<file path="config.mk">
export PLATFORM = sky130hd
export DESIGN_NAME = chan_bin_packetizer
export DESIGN_NICKNAME = d
export VERILOG_FILES = /design/src/rtl/chan_pkg.sv /design/src/rtl/axis_skid_buf.sv /design/src/rtl/chan_bin_packetizer.sv
export SDC_FILE = /design/constraint.sdc
export NUM_CORES = 1
export LEC_CHECK = 0
export CAP_MARGIN = 10
export CORE_MARGIN = 5
export CORE_UTILIZATION = 55
export DETAILED_ROUTE_END_ITERATION = 16
export PLACE_DENSITY = 0.82
export SKIP_LAST_GASP = 1
export SYNTH_ARGS = -nofsm -noshare
export SYNTH_HDL_FRONTEND = slang
export SYNTH_SLANG_ARGS = --single-unit
</file>
<file path="constraint.sdc">
create_clock -name clk -period 10.8 [get_ports clk]
set_clock_uncertainty 0.15 [all_clocks]
set_input_delay 2.16 -clock clk [delete_from_list [all_inputs] [get_ports clk]]
set_output_delay 2.16 -clock clk [all_outputs]
set_load 0.02 [all_outputs]
</file>
<file path="src/rtl/chan_pkg.sv">
// Shared definitions for the channelizer packetizer.
//  - default sample / bin / length widths
//  - packet FSM state enum
//  - 2-bit beat tag carried through the output skid buffer
package chan_pkg;

  localparam int CHAN_DATA_W = 32;  // 16b I / 16b Q
  localparam int CHAN_BIN_W  = 11;  // up to 2048-point FFT
  localparam int CHAN_LEN_W  = 16;

  typedef logic [CHAN_DATA_W-1:0] chan_sample_t;

  typedef enum logic [0:0] {
    ST_START = 1'b0,
    ST_MID   = 1'b1
  } pkt_st_t;

  // Beat tag: EOB can only occur on a frame-closing beat, so the four
  // legal combinations of {tlast, frame end, eob} fit in two bits.
  //   tlast = |tag, eob = &tag, frame end = tag[1]
  localparam logic [1:0] TAG_MID     = 2'b00;
  localparam logic [1:0] TAG_PKT     = 2'b01;
  localparam logic [1:0] TAG_FRM     = 2'b10;
  localparam logic [1:0] TAG_FRM_EOB = 2'b11;

endpackage

</file>
<file path="src/rtl/axis_skid_buf.sv">
// 2-entry AXI4-Stream skid buffer used as the output register stage.
//  clk, rst_n        clock, async active-low reset
//  i_valid/i_data    upstream beat;  o_ready = registered "not full"
//  o_valid/o_data    downstream beat; i_ready = downstream ready
// r_d0 is always the head, so o_data holds while stalled. o_ready has no
// combinational path from i_ready; the second entry absorbs the one beat
// that can arrive in the cycle the stall is first seen.
module axis_skid_buf #(
  parameter int W = 8
) (
  input  logic         clk,
  input  logic         rst_n,
  input  logic         i_valid,
  input  logic [W-1:0] i_data,
  output logic         o_ready,
  output logic         o_valid,
  output logic [W-1:0] o_data,
  input  logic         i_ready
);

  logic [1:0]   r_cnt;
  logic [W-1:0] r_d0;
  logic [W-1:0] r_d1;
  logic         r_rdy;
  logic         w_push;
  logic         w_pop;
  logic [1:0]   w_cnt_nxt;

  assign w_push    = i_valid & r_rdy;
  assign w_pop     = (r_cnt != 2'd0) & i_ready;
  assign w_cnt_nxt = r_cnt + 2'(w_push) - 2'(w_pop);

  always_ff @(posedge clk or negedge rst_n) begin
    if (!rst_n) begin
      r_cnt <= 2'd0;
      r_rdy <= 1'b0;
      r_d0  <= '0;
      r_d1  <= '0;
    end else begin
      r_cnt <= w_cnt_nxt;
      r_rdy <= (w_cnt_nxt != 2'd2);
      if (r_cnt == 2'd0 || (r_cnt == 2'd1 && w_pop)) begin
        if (w_push) r_d0 <= i_data;
      end else if (r_cnt == 2'd1) begin
        if (w_push) r_d1 <= i_data;
      end else if (w_pop) begin
        r_d0 <= r_d1;  // full: push impossible, promote second entry
      end
    end
  end

  assign o_ready = r_rdy;
  assign o_valid = (r_cnt != 2'd0);
  assign o_data  = r_d0;

endmodule

</file>
<file path="src/rtl/chan_bin_packetizer.sv">
// Cuts the channelizer's bin-ordered sample stream into payload packets.
//  clk, reset_n        clock, async active-low reset
//  pkt_len             samples per packet (0 -> 1), sampled at packet start
//  eob_req             pulse: tag EOB on the next frame-closing packet
//  s_axis_*            input samples, tuser = bin, tlast = end of FFT frame
//  m_axis_*            output packets, tuser = first bin of packet,
//                      tlast = end of packet, eob valid with tlast
//  frame_cnt           frames fully emitted on the output, mod 2^16
// Packet state is evaluated on the input side; each beat carries its
// packet's first bin and a 2-bit tag through a 2-entry skid buffer.
module chan_bin_packetizer
  import chan_pkg::*;
#(
  parameter int DATA_W = CHAN_DATA_W,
  parameter int BIN_W  = CHAN_BIN_W,
  parameter int LEN_W  = CHAN_LEN_W
) (
  input  logic              clk,
  input  logic              reset_n,
  input  logic [LEN_W-1:0]  pkt_len,
  input  logic              eob_req,
  input  logic [DATA_W-1:0] s_axis_tdata,
  input  logic [BIN_W-1:0]  s_axis_tuser,
  input  logic              s_axis_tlast,
  input  logic              s_axis_tvalid,
  output logic              s_axis_tready,
  output logic [DATA_W-1:0] m_axis_tdata,
  output logic [BIN_W-1:0]  m_axis_tuser,
  output logic              m_axis_tlast,
  output logic              m_axis_eob,
  output logic              m_axis_tvalid,
  input  logic              m_axis_tready,
  output logic [15:0]       frame_cnt
);

  localparam int SKID_W = DATA_W + BIN_W + 2;

  pkt_st_t            r_state;
  logic [LEN_W-1:0]   r_cnt;
  logic [LEN_W-1:0]   r_len_q;
  logic [BIN_W-1:0]   r_first_bin;
  logic               r_eob_pend;
  logic [15:0]        r_frame_cnt;

  logic               w_s_fire;
  logic               w_start;
  logic [LEN_W-1:0]   w_len;
  logic [LEN_W-1:0]   w_cnt;
  logic [BIN_W-1:0]   w_bin;
  logic               w_close;
  logic               w_eob;
  logic [1:0]         w_tag;
  logic [SKID_W-1:0]  w_skid_in;
  logic [SKID_W-1:0]  w_skid_out;
  logic [1:0]         w_out_tag;

  assign w_s_fire = s_axis_tvalid & s_axis_tready;

  // At packet start the live pkt_len / tuser are used so a 1-beat packet
  // never needs to leave the start state.
  always_comb begin
    w_start = (r_state == ST_START);
    w_len   = r_len_q;
    w_cnt   = r_cnt;
    w_bin   = r_first_bin;
    if (w_start) begin
      w_len = (pkt_len == '0) ? LEN_W'(1) : pkt_len;
      w_cnt = '0;
      w_bin = s_axis_tuser;
    end
    w_close = (w_cnt == w_len - LEN_W'(1)) | s_axis_tlast;
    // same-cycle request counts for the closing beat
    w_eob   = s_axis_tlast & (r_eob_pend | eob_req);
    w_tag   = TAG_MID;
    if (w_close) begin
      if (!s_axis_tlast) w_tag = TAG_PKT;
      else if (w_eob)    w_tag = TAG_FRM_EOB;
      else               w_tag = TAG_FRM;
    end
  end

  always_ff @(posedge clk or negedge reset_n) begin
    if (!reset_n) begin
      r_state     <= ST_START;
      r_cnt       <= '0;
      r_len_q     <= LEN_W'(1);
      r_first_bin <= '0;
      r_eob_pend  <= 1'b0;
    end else begin
      if (w_s_fire) begin
        if (w_close) begin
          r_state <= ST_START;
          r_cnt   <= '0;
        end else begin
          r_state     <= ST_MID;
          r_cnt       <= w_cnt + LEN_W'(1);
          r_len_q     <= w_len;
          r_first_bin <= w_bin;
        end
      end
      // frame close consumes the pending tag (and any coincident request)
      if (w_s_fire && s_axis_tlast) r_eob_pend <= 1'b0;
      else if (eob_req)             r_eob_pend <= 1'b1;
    end
  end

  assign w_skid_in = {s_axis_tdata, w_bin, w_tag};

  axis_skid_buf #(.W(SKID_W)) u_skid (
    .clk     (clk),
    .rst_n   (reset_n),
    .i_valid (s_axis_tvalid),
    .i_data  (w_skid_in),
    .o_ready (s_axis_tready),
    .o_valid (m_axis_tvalid),
    .o_data  (w_skid_out),
    .i_ready (m_axis_tready)
  );

  assign {m_axis_tdata, m_axis_tuser, w_out_tag} = w_skid_out;
  assign m_axis_tlast = |w_out_tag;
  assign m_axis_eob   = &w_out_tag;

  always_ff @(posedge clk or negedge reset_n) begin
    if (!reset_n) r_frame_cnt <= 16'd0;
    else if (m_axis_tvalid && m_axis_tready && w_out_tag[1])
      r_frame_cnt <= r_frame_cnt + 16'd1;
  end

  assign frame_cnt = r_frame_cnt;

endmodule

</file>
# After elaboration in Yosys (flattened, before gate mapping)
# Index checks and enable logic that the tools add are counted.
# Widths: inputs -> output; s select.
[op_classes]
bitwise_logic = 7
reduce_logical = 15
addsub = 5
n_mux = 15
n_eq_ne = 5
[op_table]
columns = ["cell", "count"]
rows = [
  ["$mux 45", 4],
  ["$mux 16", 4],
  ["$add 16x1->16 const B", 2],
  ["$eq 16x16->1", 1],
  ["$logic_not 16->1", 1],
  ["$sub 16x1->16 const B", 1],
  ["$mux 11", 1],
  ["$reduce_and 3->1", 2],
  ["$reduce_bool 2->1", 3],
  ["$logic_and 1x1->1", 4],
  ["$mux 1", 4],
  ["$mux 2", 2],
  ["$ne 2x2->1 const B", 2],
  ["$reduce_and 2->1", 2],
  ["$and 1x1->1", 3],
  ["$add 2x1->2", 1],
  ["$eq 2x1->1 const B", 1],
  ["$logic_not 2->1", 1],
  ["$ne 2x1->1 const B", 1],
  ["$not 1->1", 2],
  ["$or 1x1->1", 2],
  ["$reduce_or 2->1", 1],
  ["$sub 2x1->2", 1],
  ["$logic_or 1x1->1", 1],
]
[word_totals]
ff_bits = 154
output_inout_bits = 63
in_bits = 65
wordCells = 57

# Depth between registers and ports, before layout
# Gate-level depths: netlist of run 1.
[logic_depth]
ltp_word = 9
mapped_depth = 17
ltp_nobuf = 13

# Cells and area by module
# Synthesis of run 1 repeated with hierarchy kept, for this count alone.
[hier_totals]
hier_cells = 776
hier_area_um2 = 8604.5
[by_module_without_submodules]
columns = ["module", "cells_each", "instances", "area_each_um2"]
rows = [
  ["axis_skid_buf", 375, 1, 4650.7],
  ["chan_bin_packetizer", 401, 1, 3953.8],
]

# Least setup slack after synthesis of run 1
# Ideal clock, no wire load.
[synth_timing]
kind = "input to register"
from = "input pkt_len[2]"
to = "register r_len_q[10]"
path_stages = 13
slack_ns = 5.340
setup_ns = 0.128
n_path_buf = 1
arrival_ns = 5.182
path_cell_list = "nor4_1 -> nand4_1 -> a21oi_1 -> inv_2 -> ha_1 -> nor4bb_1 -> o22ai_1 -> o2111ai_1 -> a221o_1 -> o41ai_2 -> nor3_1 -> buf_2 -> mux2_1"
[synth_via]
elab_chain_len = 8
[synth_lines]
columns = ["item", "line", "source"]
rows = [
  ["start: declaration", "chan_bin_packetizer.sv:20", "input logic [LEN_W-1:0] pkt_len,"],
  ["$logic_not 16->1", "chan_bin_packetizer.sv:67", "w_len = (pkt_len == '0) ? LEN_W'(1) : pkt_len;"],
  ["$mux 16 *", "chan_bin_packetizer.sv:67", ""],
  ["$mux 16 *", "chan_bin_packetizer.sv:66", "if (w_start) begin"],
  ["$sub 16x1->16", "chan_bin_packetizer.sv:71", "w_close = (w_cnt == w_len - LEN_W'(1)) | s_axis_tlast;"],
  ["$eq 16x16->1", "chan_bin_packetizer.sv:71", ""],
  ["$or 1x1->1", "chan_bin_packetizer.sv:71", ""],
  ["$not 1->1 (no source line)", "n/a", ""],
  ["$reduce_and 2->1 (no source line)", "n/a", ""],
  ["end signal: assignment", "chan_bin_packetizer.sv:97", "r_len_q <= w_len;"],
  ["end: declaration", "chan_bin_packetizer.sv:40", "logic [LEN_W-1:0] r_len_q;"],
]
# Mark *: on every way between the ends. The rest lies on a longest branch, timed or not.
# A chain may end at the register's enable or synchronous reset.

# Worst setup path after layout of run 1
[layout_timing]
from = "input pkt_len[2]"
to = "register r_len_q[8]"
# The elaborated chain is that of the path after synthesis.

==> results of run 1 <==
cell type report:
type / count / area [um^2] / share of cell area
Inverter: 11 / 41.29 / 0.004275
Sequential cell: 154 / 3856 / 0.3992
Clock buffer: 22 / 474.2 / 0.04909
Timing Repair Buffer: 137 / 1348 / 0.1395
Tap cell: 180 / 225.2 / 0.02332
Multi-Input combinational cell: 523 / 3553 / 0.3679
Clock inverter: 10 / 161.4 / 0.01671
power breakdown:
group	internal, mW	switching [mW]	leakage [nW]
registers	0.817	0.174	1.92
logic	0.495	0.568	1.88
clock network	0.406	0.231	0.315
critical path, cell delays in order:
cell and delay (ns):
clkdlybuf4s50_1 0.50, nor4_1 0.41, nand4_1 0.23, a21oi_1 0.40, inv_2 0.12, ha_1 0.25, nor4b_1 0.17, o22ai_1 0.47
o2111ai_1 0.17, a221o_1 0.37, o41ai_4 0.32, buf_4 0.36, nor3_1 0.08, buf_4 0.23, mux2_1 0.33
flip-flops by register name, indices dropped and copies added (netlist names), 2 cells and up:
| name | flops |
|---|---|
| u_skid.r_cnt | 2 |
| frame_cnt | 16 |
| u_skid.r_d1 | 45 |
| r_len_q | 16 |
| r_first_bin | 11 |
| u_skid.o_data | 45 |
| r_cnt | 16 |
through the flow:
stage / hold WS (ns) / area [um^2] / instances
after global routing: 0.3521 / 9659 / 1037
after global placement: 0.3127 / 9024 / 1005
final: 0.3324 / 9659 / 1037
after detailed placement: 0.3239 / 9024 / 1005
after floorplan: 0.3010 / 7904 / 774
after CTS: 0.3385 / 9659 / 1037
cell usage in the layout, fill, tap and decap left out, types with 12 or more instances in the layout:
| cell type | instances |
|---|---|
| a21o_1 | 13 |
| a21oi_1 | 24 |
| clkbuf_16 | 17 |
| clkdlybuf4s50_1 | 126 |
| dfrtp_1 | 152 |
| mux2_1 | 16 |
| mux2_2 | 34 |
| mux2i_1 | 51 |
| nand2_1 | 76 |
| nand3_1 | 16 |
| nor2_1 | 52 |
| nor3_1 | 12 |
| o21ai_0 | 55 |
| o21ai_1 | 15 |
| o31ai_1 | 16 |
| xnor2_1 | 28 |
metal layers:
metal,wire length (um),vias up,part of all wire,global-route usage
met3,1075,38,0.059,0.05444
li1,-,2844,-,-
met1,7754,2980,0.42,0.2885
met4,390,0,0.021,0.08680
met5,0,-,0,0
met2,9059,184,0.50,0.3722
kinds of logic (layout without fill, tap and decap cells):
| family | count (synthesis) | in the layout | synth area share |
|---|---|---|---|
| and+or+nand+nor | 220 | 220 | 0.1335 |
| AOI/OAI and AO/OA | 160 | 160 | 0.1266 |
| DFF | 154 | 154 | 0.4877 |
| muxes | 101 | 101 | 0.1358 |
| buffers and inverters | 97 | 180 | 0.06744 |
| xor gates and xnor gates | 37 | 37 | 0.04100 |
| adders and majority gates | 5 | 5 | 0.007915 |
how the worst max path moves through the flow:
| stage | slack (ns) | depth (start not counted) | start | end |
|---|---|---|---|---|
| 6_report | 4.35 | 15 | pkt_len[2] | r_len_q[8]$_DFFE_PN0P_ |
| 5_1_grt | 4.16 | 16 | pkt_len[2] | r_len_q[5]$_DFFE_PN0P_ |
| 4_1_cts | 4.42 | 15 | pkt_len[2] | r_len_q[8]$_DFFE_PN0P_ |
| 3_5_place_dp | 3.98 | 15 | pkt_len[2] | r_len_q[15]$_DFFE_PN0P_ |
| 3_3_place_gp | 4.20 | 15 | pkt_len[2] | r_len_q[12]$_DFFE_PN0P_ |
| 2_1_floorplan | 5.34 | 13 | pkt_len[2] | r_len_q[10]$_DFFE_PN0P_ |
==> key figures, run 1 <==
Critical path
  – CP max FO: 32
  – R2r worst-path depth: 16
  – Worst Path Required: between 10 and 15 ns
  – Startpoint class of the critical path: primary input
  – Crit. End Element: flop
  – Worst EP arrival: between 6 and 7 ns
  – WS Path Type: primary input to flop
  – R2R setup slack: between 5 and 6 ns
  – R2R Path End: r_len_q[8]$_DFFE_PN0P_
  – RR Startpoint: r_state$_DFFE_PN0P_

Clock network
  – H-Tree Depth: 4
  – CTS tree: done
  – Quantity of gates resized following cts: 0
  – Clock sink total: roughly 150
  – Clock-pin transition on the worst setup and hold timing paths: ~0.06 ns
  – Clock Path Buffers: 2
  – Setup repair bufs after CTS: 0
  – CTS buffer count: 17
  – Clock root buffer master: clkbuf_16
  – CTS Hold Bufs: 0
  – Insertion delay to the later sink of the worst-skew pair: 0.42 ns

Drt
  – Detailed Route Iter0 Violations: 473
  – Post-route DRC: 0
  – Drt pass-1 iters: 5
  – Antenna viol nets, final: 0
  – Routed WL: roughly 18,000 um
  – Vias per Instance: roughly 5.8
  – Via count: 6,046
  – Routed len/inst: approximately 18 um

STA
  – Max-slew headroom: 0.3444
  – Worst setup margin: around 4.4 ns
  – Crit path time final: about 6.4 ns
  – Worst-margin pin slew: between 0.9 and 1 ns
  – Total negative slack: 0 ns
  – Count of final max-slew check failures: 0
  – RSZ-0062 raised after global routing: false
  – Final count of negative-setup-slack endpoints: 0
  – Max Clock Freq: ~160 MHz
  – Final Hold Fails: 0
  – Fin crit share: 0.5971

Min path
  – Hold Path End: u_skid.o_data[4]$_DFFE_PN0P_
  – Hold crit path type: flop to flop
  – Hold Startpoint: u_skid.o_data[4]$_DFFE_PN0P_
  – Hold depth: 2

Power and ir drop
  – Max VDD drop: ~160 uV
  – Pwr/cell area: 278.5 mW/mm^2
  – Tot Pwr: between 2 and 3 mW
  – Pleak: roughly 4 nW

Floorplan
  – Die H: around 130 um
  – I/O Pins: about 130
  – Area of the core: roughly 0.014 mm^2
  – Die Wd: 129.9 um
  – Die area: around 0.017 mm^2
  – Initial Util: 0.5650
  – Cell row count: 43

Yosys
  – Mapped Cells: 774
  – Mapped Area: about 0.008 mm^2
  – Post-synth EDFFs: 0
  – Post-synthesis sequential area ratio: 0.4877
  – Synth area leaders: dfrtp_1 (48%), mux2i_1 (6.5%), mux2_2 (4.8%)
  – Flops & latches, synth: 154
  – Synth Flop Type: dfrtp_1
  – Synth Net Count: about 840
  – Top-count cell post-synth: dfrtp_1
  – Synth cell types: 55
  – Synth top area share: 0.4844
  – Synthesis Warnings: 0
  – Asr flop ratio synth: 1.000
  – Syn avg cell area: 10.21 um^2
  – Synth area leader: dfrtp_1
  – Commonest cells post-synth: dfrtp_1 (153), nand2_1 (76), o21ai_0 (55)

Layout
  – Final #Nets: approximately 910
  – FILL cells: approximately 1,100
  – Ratio of cells with drive above 1 in the final layout: 0.1015
  – Layout Utilization: 0.6905
  – Layout area overhead: 22.21%
  – N_diodes: 0

Run status
  – Status: finished clean

Global routing
  – Global route overflow: 0
  – Pin count of the biggest net entering global routing: 90
  – Antenna violations before repair: 0
  – Number of global-route vias before repair: between 6,000 and 7,000
  – Global-route wire length before repair: 30,280 um
  – GRT Util Overall: 0.2252

Place
  – Detailed placer's ending HPWL: 12,700 um
  – Final Wtd Congestion: between 0.9 and 1
  – Setup WS pre-CTS: 3.983 ns
  – Port Buf Inserts: 127

Job
  – MaxCap Viol Count: 0
Power figures use the tool's default switching activity.
==> run 2, diff against run 1 <==
--- a/config.mk
+++ b/config.mk
@@ -7,9 +7,9 @@
 export LEC_CHECK = 0
 export CAP_MARGIN = 10
 export CORE_MARGIN = 5
-export CORE_UTILIZATION = 55
+export CORE_UTILIZATION = 49
 export DETAILED_ROUTE_END_ITERATION = 16
-export PLACE_DENSITY = 0.82
+export PLACE_DENSITY = 0.77
 export SKIP_LAST_GASP = 1
 export SYNTH_ARGS = -nofsm -noshare
 export SYNTH_HDL_FRONTEND = slang
==> constraint.sdc (replaced) <==
create_clock -name clk -period 5.6 [get_ports clk]
set_clock_uncertainty 0.15 [all_clocks]
set_input_delay 1.12 -clock clk [delete_from_list [all_inputs] [get_ports clk]]
set_output_delay 1.12 -clock clk [all_outputs]
set_load 0.02 [all_outputs]
==> run 2 against run 1 <==
Net effect:
- register-to-register slack worse by 4.8 ns
- critical endpoint is now r_cnt[13]$_DFFE_PN0P_
- largest cell class unchanged
- critical path type unchanged
- combinational power is 90% higher
- setup slack worse by 3.9 ns
==> key figures, run 2 (synthesized netlist as in run 1, its figures left out) <==
Floorplan
  – Area of the core: between 0.015 and 0.02 mm^2
  – I/O Pins: 128
  – Cell row count: 46
  – Initial Util: 0.4994
  – Die H: roughly 140 um
  – Die area: approximately 0.019 mm^2
  – Die Wd: between 100 and 150 um

Global routing
  – Number of global-route vias before repair: around 5,700
  – Antenna violations before repair: 0
  – Global-route wire length before repair: between 20,000 and 30,000 um
  – Global route overflow: 0
  – GRT Util Overall: 0.1967
  – Pin count of the biggest net entering global routing: approximately 100

Power and ir drop
  – Net Sw Power: 1.879 mW
  – Max VDD drop: 329.8 uV
  – Pwr/cell area: roughly 520 mW/mm^2
  – Sw Share: 0.3692
  – Pleak: 4.110 nW
  – Cell Int Power: about 3.2 mW
  – Clk pwr share: 0.229
  – Tot Pwr: around 5 mW
  – Flop pwr share: 0.376
  – Logic gate share of total power: 0.395

Place
  – Setup WS pre-CTS: -0.02971 ns
  – Final Wtd Congestion: slightly below 0.9
  – Detailed placer's ending HPWL: ~12,000 um
  – Placed cell count: 1,045
  – Post-DP Area: 0.009099 mm^2
  – Port Buf Inserts: between 100 and 150

Drt
  – Routed WL: 17,690 um
  – Post-route DRC: 0
  – Antenna viol nets, final: 0
  – Detailed Route Iter0 Violations: 388
  – Routed len/inst: ~16 um
  – Vias per Instance: 5.382
  – Via count: roughly 5,800
  – Drt pass-1 iters: 5

Run status
  – Status: finished clean

STA
  – Count of final max-slew check failures: 0
  – Max Clock Freq: ~190 MHz
  – Final count of negative-setup-slack endpoints: 0
  – Worst-margin pin slew: roughly 0.97 ns
  – Max-slew headroom: 0.3510
  – Fin crit share: 0.9233
  – Crit path time final: 5.171 ns
  – RSZ-0062 raised after global routing: false
  – Worst setup margin: approximately 0.43 ns
  – Final Hold Fails: 0

Critical path
  – Worst EP arrival: 5.32 ns
  – Highest-delay cell along the critical path: o41a_1
  – Crit. End Element: flop
  – WS Path Type: primary input to flop
  – Cell mode on critical path: a221o_1
  – RR Startpoint: r_state$_DFFE_PN0P_
  – Worst Path Required: 5.75 ns
  – Startpoint class of the critical path: primary input
  – R2R Path End: r_cnt[13]$_DFFE_PN0P_
  – Worst setup path start: pkt_len[14]
  – R2R setup slack: approximately 0.85 ns
  – CP max FO: 12
  – R2r worst-path depth: 14
  – Setup crit end: r_cnt[13]$_DFFE_PN0P_
  – Critical path, cell by cell: clkdlybuf4s50_1 -> nor4_1 -> nand4_1 -> a21oi_1 -> inv_2 -> ha_1 -> nor4bb_1 -> o22ai_1 -> buf_4 -> o2111ai_1 -> a221o_1 -> o41a_1 -> and3_1 -> a221o_1
  – Critical Path Max Stage Delay: slightly above 0.6 ns

Layout
  – Most frequent cells in the layout: dfrtp_1 (152), clkdlybuf4s50_1 (126), nand2_1 (76)
  – Ratio of cells with drive above 1 in the final layout: 0.1092
  – Final #Nets: between 900 and 1,000
  – Area of the multi-input gates: about 0.0036 mm^2
  – Layout Utilization: 0.6128
  – FILL cells: ~1,300
  – N_diodes: 0
  – Cell Count, Final, Fillers Out: 1,077
  – Commonest non-fill, non-tap cell in the layout: dfrtp_1
  – Sequential Area: 0.003856 mm^2
  – Layout area overhead: 22.72%
  – Cell area after layout: roughly 0.0097 mm^2

Clock network
  – Insertion delay to the later sink of the worst-skew pair: between 0.4 and 0.5 ns
  – Clock sink total: approximately 150
  – H-Tree Depth: 4
  – Clock Path Buffers: 2
  – CTS tree: done
  – CTS buffer count: 17
  – Quantity of gates resized following cts: 0
  – Setup repair bufs after CTS: 0
  – CTS Hold Bufs: 0
  – Clock-pin transition on the worst setup and hold timing paths: about 0.07 ns
  – Clock root buffer master: clkbuf_16

Job
  – MaxCap Viol Count: 0

Min path
  – Hold crit path type: flop to flop
-- run 2: cell count changes in the layout (fill, tap and decap cells not counted), sizes merged --
cell      delta
clkinvlp     +1
clkinv       +2
clkbuf       -4
buf          +4
inv          +3
bufinv       -2
-- run 2: layout make-up --
| class | instances | area share |
|---|---|---|
| clock buffers | 18 | 0.04528 |
| clock inverters | 14 | 0.01638 |
| inverters | 11 | 0.004257 |
| multi-input cells | 523 | 0.3666 |
| flip-flops and latches | 154 | 0.3976 |
| well taps | 216 | 0.02786 |
| repair buffers | 141 | 0.1420 |
-- run 2: how the worst min path moves through the flow --
stage                                       start                             to  slack, ns  depth (start not counted)
global route         u_skid.o_data[3]$_DFFE_PN0P_   u_skid.o_data[3]$_DFFE_PN0P_       0.36                          2
CTS                     frame_cnt[15]$_DFFE_PN0P_      frame_cnt[15]$_DFFE_PN0P_       0.33                          1
detailed placement  u_skid.o_data[25]$_DFFE_PN0P_  u_skid.o_data[25]$_DFFE_PN0P_       0.32                          2
global placement    u_skid.o_data[27]$_DFFE_PN0P_  u_skid.o_data[27]$_DFFE_PN0P_       0.31                          2
floorplan           u_skid.o_data[10]$_DFFE_PN0P_  u_skid.o_data[10]$_DFFE_PN0P_       0.30                          2
finish               u_skid.o_data[7]$_DFFE_PN0P_   u_skid.o_data[7]$_DFFE_PN0P_       0.33                          2
-- run 2: worst max-delay path: cells and delay by family --
kind            cells  cell delay [ns]
compound gates      6             2.07
buf+inv             3             0.79
simple gates        4             1.09
fa+ha+maj           1             0.26
-- run 2: per-layer routing --
metal / wire [um] / up-vias / track usage / share of wire
li1: - / 2852 / - / -
met1: 7912 / 2771 / 0.2672 / 0.45
met2: 8221 / 141 / 0.2986 / 0.46
met3: 1141 / 32 / 0.05846 / 0.065
met4: 413 / 0 / 0.07317 / 0.023
met5: 0 / - / 0 / 0
-- run 2: power by group through the flow --
stage	clock network [mW]	logic, mW	registers, mW
floorplan	0	1.57	1.82
global placement	0	1.98	1.91
detailed placement	0	2.03	1.93
CTS	1.20	2.04	1.91
global route	1.24	2.22	1.98
finish	1.17	2.01	1.91
-- run 2: through the flow --
| step | hold slack, ns | TNS, ns |
|---|---|---|
| after floorplan | 0.3010 | 0 |
| after global placement | 0.3114 | 0 |
| after detailed placement | 0.3198 | -0.02971 |
| after CTS | 0.3304 | 0 |
| after global routing | 0.3614 | 0 |
| final | 0.3267 | 0 |
